$ cat src/rtl/imm_pack.sv
// Immediate encoder: range-checks a 32-bit immediate for an instruction format and
// scatters it into instr[31:7]. Two-stage valid/ready pipeline with a saturating error count.
module imm_pack #(
  parameter int unsigned ERR_CNT_W = 8
) (
  input  logic                 clk_i,
  input  logic                 rst_i,
  input  logic                 flush_i,
  input  logic                 valid_i,
  output logic                 ready_o,
  input  logic [31:0]          imm_i,
  input  logic [2:0]           imm_sel_i,
  input  logic [24:0]          fields_i,
  output logic                 valid_o,
  input  logic                 ready_i,
  output logic [24:0]          instr_o,
  output logic                 err_o,
  output logic [ERR_CNT_W-1:0] err_cnt_o
);

  localparam logic [2:0] SEL_U    = 3'b000;
  localparam logic [2:0] SEL_J    = 3'b001;
  localparam logic [2:0] SEL_S    = 3'b010;
  localparam logic [2:0] SEL_B    = 3'b011;
  localparam logic [2:0] SEL_I    = 3'b100;
  localparam logic [2:0] SEL_ISH  = 3'b101;
  localparam logic [2:0] SEL_RSVD = 3'b110;
  localparam logic [2:0] SEL_IU   = 3'b111;

  logic                 r_s1_v;
  logic [31:0]          r_s1_imm;
  logic [2:0]           r_s1_sel;
  logic [24:0]          r_s1_fields;
  logic                 r_s1_err;
  logic                 r_s2_v;
  logic [24:0]          r_s2_instr;
  logic                 r_s2_err;
  logic [ERR_CNT_W-1:0] r_err_cnt;

  logic        w_s2_adv;
  logic        w_s1_adv;
  logic        w_err;
  logic [24:0] w_pack;
  logic        w_cnt_inc;

  assign w_s2_adv = !r_s2_v || ready_i;
  assign w_s1_adv = !r_s1_v || w_s2_adv;
  assign ready_o  = w_s1_adv;

  assign valid_o   = r_s2_v;
  assign instr_o   = r_s2_instr;
  assign err_o     = r_s2_err;
  assign err_cnt_o = r_err_cnt;

  // Representability check on the incoming request (registered into stage 1)
  always_comb begin
    w_err = 1'b0;
    case (imm_sel_i)
      SEL_U:    w_err = |imm_i[11:0];
      SEL_J:    w_err = imm_i[0] || (imm_i[31:21] != {11{imm_i[20]}});
      SEL_S:    w_err = imm_i[31:12] != {20{imm_i[11]}};
      SEL_B:    w_err = imm_i[0] || (imm_i[31:13] != {19{imm_i[12]}});
      SEL_I:    w_err = imm_i[31:12] != {20{imm_i[11]}};
      SEL_ISH:  w_err = |imm_i[31:5];
      SEL_IU:   w_err = |imm_i[31:12];
      SEL_RSVD: w_err = 1'b1;
      default:  w_err = 1'b1;
    endcase
  end

  // Scatter the stage-1 immediate over the template; unowned bits pass through
  always_comb begin
    w_pack = r_s1_fields;
    case (r_s1_sel)
      SEL_U: w_pack[24:5] = r_s1_imm[31:12];
      SEL_J: begin
        w_pack[24]    = r_s1_imm[20];
        w_pack[23:14] = r_s1_imm[10:1];
        w_pack[13]    = r_s1_imm[11];
        w_pack[12:5]  = r_s1_imm[19:12];
      end
      SEL_S: begin
        w_pack[24:18] = r_s1_imm[11:5];
        w_pack[4:0]   = r_s1_imm[4:0];
      end
      SEL_B: begin
        w_pack[24]    = r_s1_imm[12];
        w_pack[23:18] = r_s1_imm[10:5];
        w_pack[4:1]   = r_s1_imm[4:1];
        w_pack[0]     = r_s1_imm[11];
      end
      SEL_I:    w_pack[24:13] = r_s1_imm[11:0];
      SEL_ISH:  w_pack[17:13] = r_s1_imm[4:0];
      SEL_IU:   w_pack[24:13] = r_s1_imm[11:0];
      SEL_RSVD: w_pack = r_s1_fields;
      default:  w_pack = r_s1_fields;
    endcase
  end

  always_ff @(posedge clk_i or posedge rst_i) begin
    if (rst_i) begin
      r_s1_v      <= 1'b0;
      r_s1_imm    <= '0;
      r_s1_sel    <= '0;
      r_s1_fields <= '0;
      r_s1_err    <= 1'b0;
    end else begin
      if (flush_i)       r_s1_v <= 1'b0;
      else if (w_s1_adv) r_s1_v <= valid_i;
      if (w_s1_adv && valid_i) begin
        r_s1_imm    <= imm_i;
        r_s1_sel    <= imm_sel_i;
        r_s1_fields <= fields_i;
        r_s1_err    <= w_err;
      end
    end
  end

  always_ff @(posedge clk_i or posedge rst_i) begin
    if (rst_i) begin
      r_s2_v     <= 1'b0;
      r_s2_instr <= '0;
      r_s2_err   <= 1'b0;
    end else begin
      if (flush_i)       r_s2_v <= 1'b0;
      else if (w_s2_adv) r_s2_v <= r_s1_v;
      if (w_s2_adv && r_s1_v) begin
        r_s2_instr <= w_pack;
        r_s2_err   <= r_s1_err;
      end
    end
  end

  // Count erroneous output transfers; a transfer coinciding with a flush is not counted
  assign w_cnt_inc = r_s2_v && ready_i && r_s2_err && !flush_i && (r_err_cnt != '1);

  always_ff @(posedge clk_i or posedge rst_i) begin
    if (rst_i)          r_err_cnt <= '0;
    else if (w_cnt_inc) r_err_cnt <= r_err_cnt + ERR_CNT_W'(1);
  end

endmodule

$ cat config.mk
export PLATFORM = sky130hd
export DESIGN_NAME = imm_pack
export DESIGN_NICKNAME = d
export VERILOG_FILES = /design/src/rtl/imm_pack.sv
export SDC_FILE = /design/constraint.sdc
export NUM_CORES = 1
export LEC_CHECK = 0
export BUFFER_PORTS_ARGS = -buffer_cell sky130_fd_sc_hd__buf_2
export CORE_ASPECT_RATIO = 1.75
export CORE_MARGIN = 5
export CORE_UTILIZATION = 54
export DETAILED_ROUTE_END_ITERATION = 8
export PLACE_DENSITY = 0.77
export SYNTH_ARGS = -nofsm -noshare
export SYNTH_HDL_FRONTEND = slang
export SYNTH_SLANG_ARGS = --single-unit
$ cat constraint.sdc
create_clock -name clk_i -period 2.99 [get_ports clk_i]
set_clock_uncertainty 0.2 [all_clocks]
set_input_delay 0 -clock clk_i [delete_from_list [all_inputs] [get_ports clk_i]]
set_output_delay 0 -clock clk_i [all_outputs]
set_load 0.01 [all_outputs]
==> metrics <==
synthesized instance count=roughly 410; clock sink total=97; antenna-violating nets left=0; RSZ-0062 raised after global routing=no; Post-synth EDFFs=0; Psw=0.000965 W; fin crit period=around 2.5 ns; synth top area cells=dfrtp_1, mux2_2, mux2i_1, o21ai_0, nand2_1; GRT overflow=0; Startpoint Class=primary input; Worst EP arrival=2.53 ns; fin crit share=a little over four fifths; Die H=131 µm; M1 WL=4460 µm; post-synth top area share=53.3%; clock share of power=31.3%; number of global-route vias before repair=between 4000 and 5000; max incr delay on CP=0.59 ns; crit path kind=primary input to register; Die Area=10400 µm²; Max-slew headroom=49.4%; CTS Buffer Depth=2; required time of the worst setup path=3.01 ns; Pwr per Cell Area=561 nW/µm²; cell taking the most area after synthesis=dfrtp_1; core region area=8260 µm²; Critical Path Most Common Cell=dlygate4sd3_1; Final setup viols=0; CTS tree=built; Die Wd=between 70 and 80 µm; flops & latches, synth=97; Lkg Pwr=2.79 nW; met3 wire length=between 600 and 700 µm; Clock Latency Late Sink=0.34 ns; Highest Signal Layer=met4; area grow syn2layout=33.6%; CTS Buf Count=9; worst slew pin tran=between 0.7 and 0.8 ns; met2 WL post-DR=6720 µm; Clk Tree Root Cell=clkbuf_16; ys async rst share=100%; routability cong.=0.842; Cell Chain, Critical Path=dlygate4sd3_1 -> buf_2 -> or4_1 -> nor2_1 -> a22oi_1 -> o311ai_0 -> dlygate4sd3_1 -> a31oi_1; VDD IR max=0.000392 V; Remaining DRCs=0; Setup crit end kind=register; Vias=3844; initial core utilization=55.1%; syn_area_per_cell=11.2 µm²; Row Count=44; I/O pin total=a little over 100; # diodes=0; Vias/cell=5.79; Clock transition at path regs=roughly 0.06 ns; worst slack, placed=0.825 ns; fraction of layout cells with a size suffix above 1=32.2%; Fmax=0.398 GHz; Slew Viols, Final=0; sw frac=28.3%; drt pass-1 iters=5; H-tree depth=3; Synth top cells by count=dfrtp_1, mux2_2, nand2_1; Ys Warns=0; Mapped Nets=476; All-Layer GR Usage=25.3%; DPL Wire Length=8330 µm; Slowest-stage cell, CP=dlygate4sd3_1; Synth cell types=48; Comb power frac=20.3%; total wire length=12200 µm; most frequent cell after synthesis=dfrtp_1; routed length per instance=18.4 µm; max_cap viols=0; CTS resizes=0; register area share after synthesis=53.3%; fin nets=636; Port Buffers=100; First DRT Iteration DRCs=236; Most used DFF post-synth=dfrtp_1; endpoints failing hold=0; final worst slack=0.477 ns; P_int=0.00245 W; synthesized area=4550 µm²; setup_tns=0 ns; status=completed; initial antenna violation count=0; sequential power share=48.3%; first-pass GRT wire length=20400 µm; pin count of the biggest net entering global routing=53; Hold Crit Class=primary input to asynchronous set/reset pin; worst-path maximum fanout=3
-- power groups by stage --
stage               Sequential (W)  Combinational (W)  Clock, W
floorplan                  0.00165           0.000364         0
global placement           0.00166           0.000602         0
detailed placement         0.00167           0.000625         0
CTS                        0.00165           0.000695   0.00109
global route               0.00167           0.000766   0.00115
finish                     0.00165           0.000694   0.00107
-- per-stage QoR --
stage	area, µm²	util, %	cells	hold WS (ns)	total power [W]
3_5_place_dp	5150	62.3	583	-0.0570	0.00230
2_1_floorplan	4550	-	407	-0.137	0.00201
3_3_place_gp	5150	62.3	583	-0.0653	0.00226
5_1_grt	6080	73.7	664	0.192	0.00359
6_report	6080	73.7	664	0.0961	0.00341
4_1_cts	6080	73.7	664	0.129	0.00343
-- flip-flops by register name, summed over array words and instances (netlist names), 3 cells and up --
name         flops
r_s1_imm        32
instr_o         25
r_s1_sel         3
r_s1_fields     25
err_cnt_o        8
-- worst paths after layout --
kind | startpoint | to | slack, ns | cells after the start
worst max-delay path | imm_i[16] | r_s1_err$_DFFE_PP0P_ | 0.48 | 8
worst min-delay path | rst_i | instr_o[2]$_DFFE_PP0P_ | 0.1 | 3
worst max register to register | r_s1_sel[2]$_DFFE_PP0P_ | instr_o[20]$_DFFE_PP0P_ | 0.79 | 5
worst min register to register | instr_o[7]$_DFFE_PP0P_ | instr_o[7]$_DFFE_PP0P_ | 0.28 | 2
max in group asynchronous | rst_i | instr_o[5]$_DFFE_PP0P_ | 1.79 | 4
min in group clk_i | valid_i | r_s1_fields[14]$_DFFE_PP0P_ | 0.19 | 3
-- logic make-up (layout without fill, tap and decap cells) --
kind of cell | count (synthesis) | in the layout | share of synthesized area, %
AND/OR/NAND/NOR | 105 | 105 | 10.9
XOR/XNOR | 8 | 8 | 1.54
AO/OA/AOI/OAI | 87 | 87 | 12.3
flip-flops | 97 | 97 | 53.3
multiplexers | 74 | 74 | 17.8
adder cells (fa/ha/maj) | 5 | 5 | 1.32
buffers and inverters | 31 | 196 | 2.83
-- worst max-delay path: cells and delay by family --
family / cells / cell delay, ns
AOI/OAI and AO/OA: 3 / 0.50
and+or+nand+nor: 2 / 0.77
buffers and inverters: 3 / 1.27
-- routing by layer --
metal | track usage, % | up-vias
li1 | - | 1795
met1 | 28.3 | 1852
met2 | 45.1 | 151
met3 | 4.93 | 46
met4 | 11.7 | 0
met5 | 0 | -
-- cells in the final DEF, fill, tap and decap left out, types with 3 or more instances in the layout --
| cell | instances |
|---|---|
| a21oi_1 | 11 |
| a22o_1 | 6 |
| a31oi_1 | 7 |
| and3_1 | 3 |
| buf_2 | 100 |
| clkbuf_16 | 9 |
| clkinv_2 | 3 |
| dfrtp_1 | 97 |
| dlygate4sd3_1 | 65 |
| ha_1 | 4 |
| inv_1 | 11 |
| mux2_2 | 55 |
| mux2i_1 | 19 |
| nand2_1 | 45 |
| nand3_1 | 5 |
| nand4_1 | 4 |
| nor2_1 | 17 |
| nor3_1 | 13 |
| o21ai_0 | 37 |
| o22ai_1 | 4 |
| o31ai_1 | 4 |
| or3_1 | 3 |
| or4_1 | 3 |
| xnor2_1 | 6 |
-- final cells by class --
cell class	instances	area [µm²]
well taps	92	115
fillers	568	2180
multi-input cells	279	2010
flip-flops and latches	97	2430
clock inverters	5	30.0
inverters	12	47.5
repair buffers	168	1200
clock buffers	11	253
-- repair_timing --
action,CTS,global route
hold endpoints to repair,116,0
hold buffers,65,0
buffers inserted,0,0
Note: power is estimated with default switching activity, not from simulation.
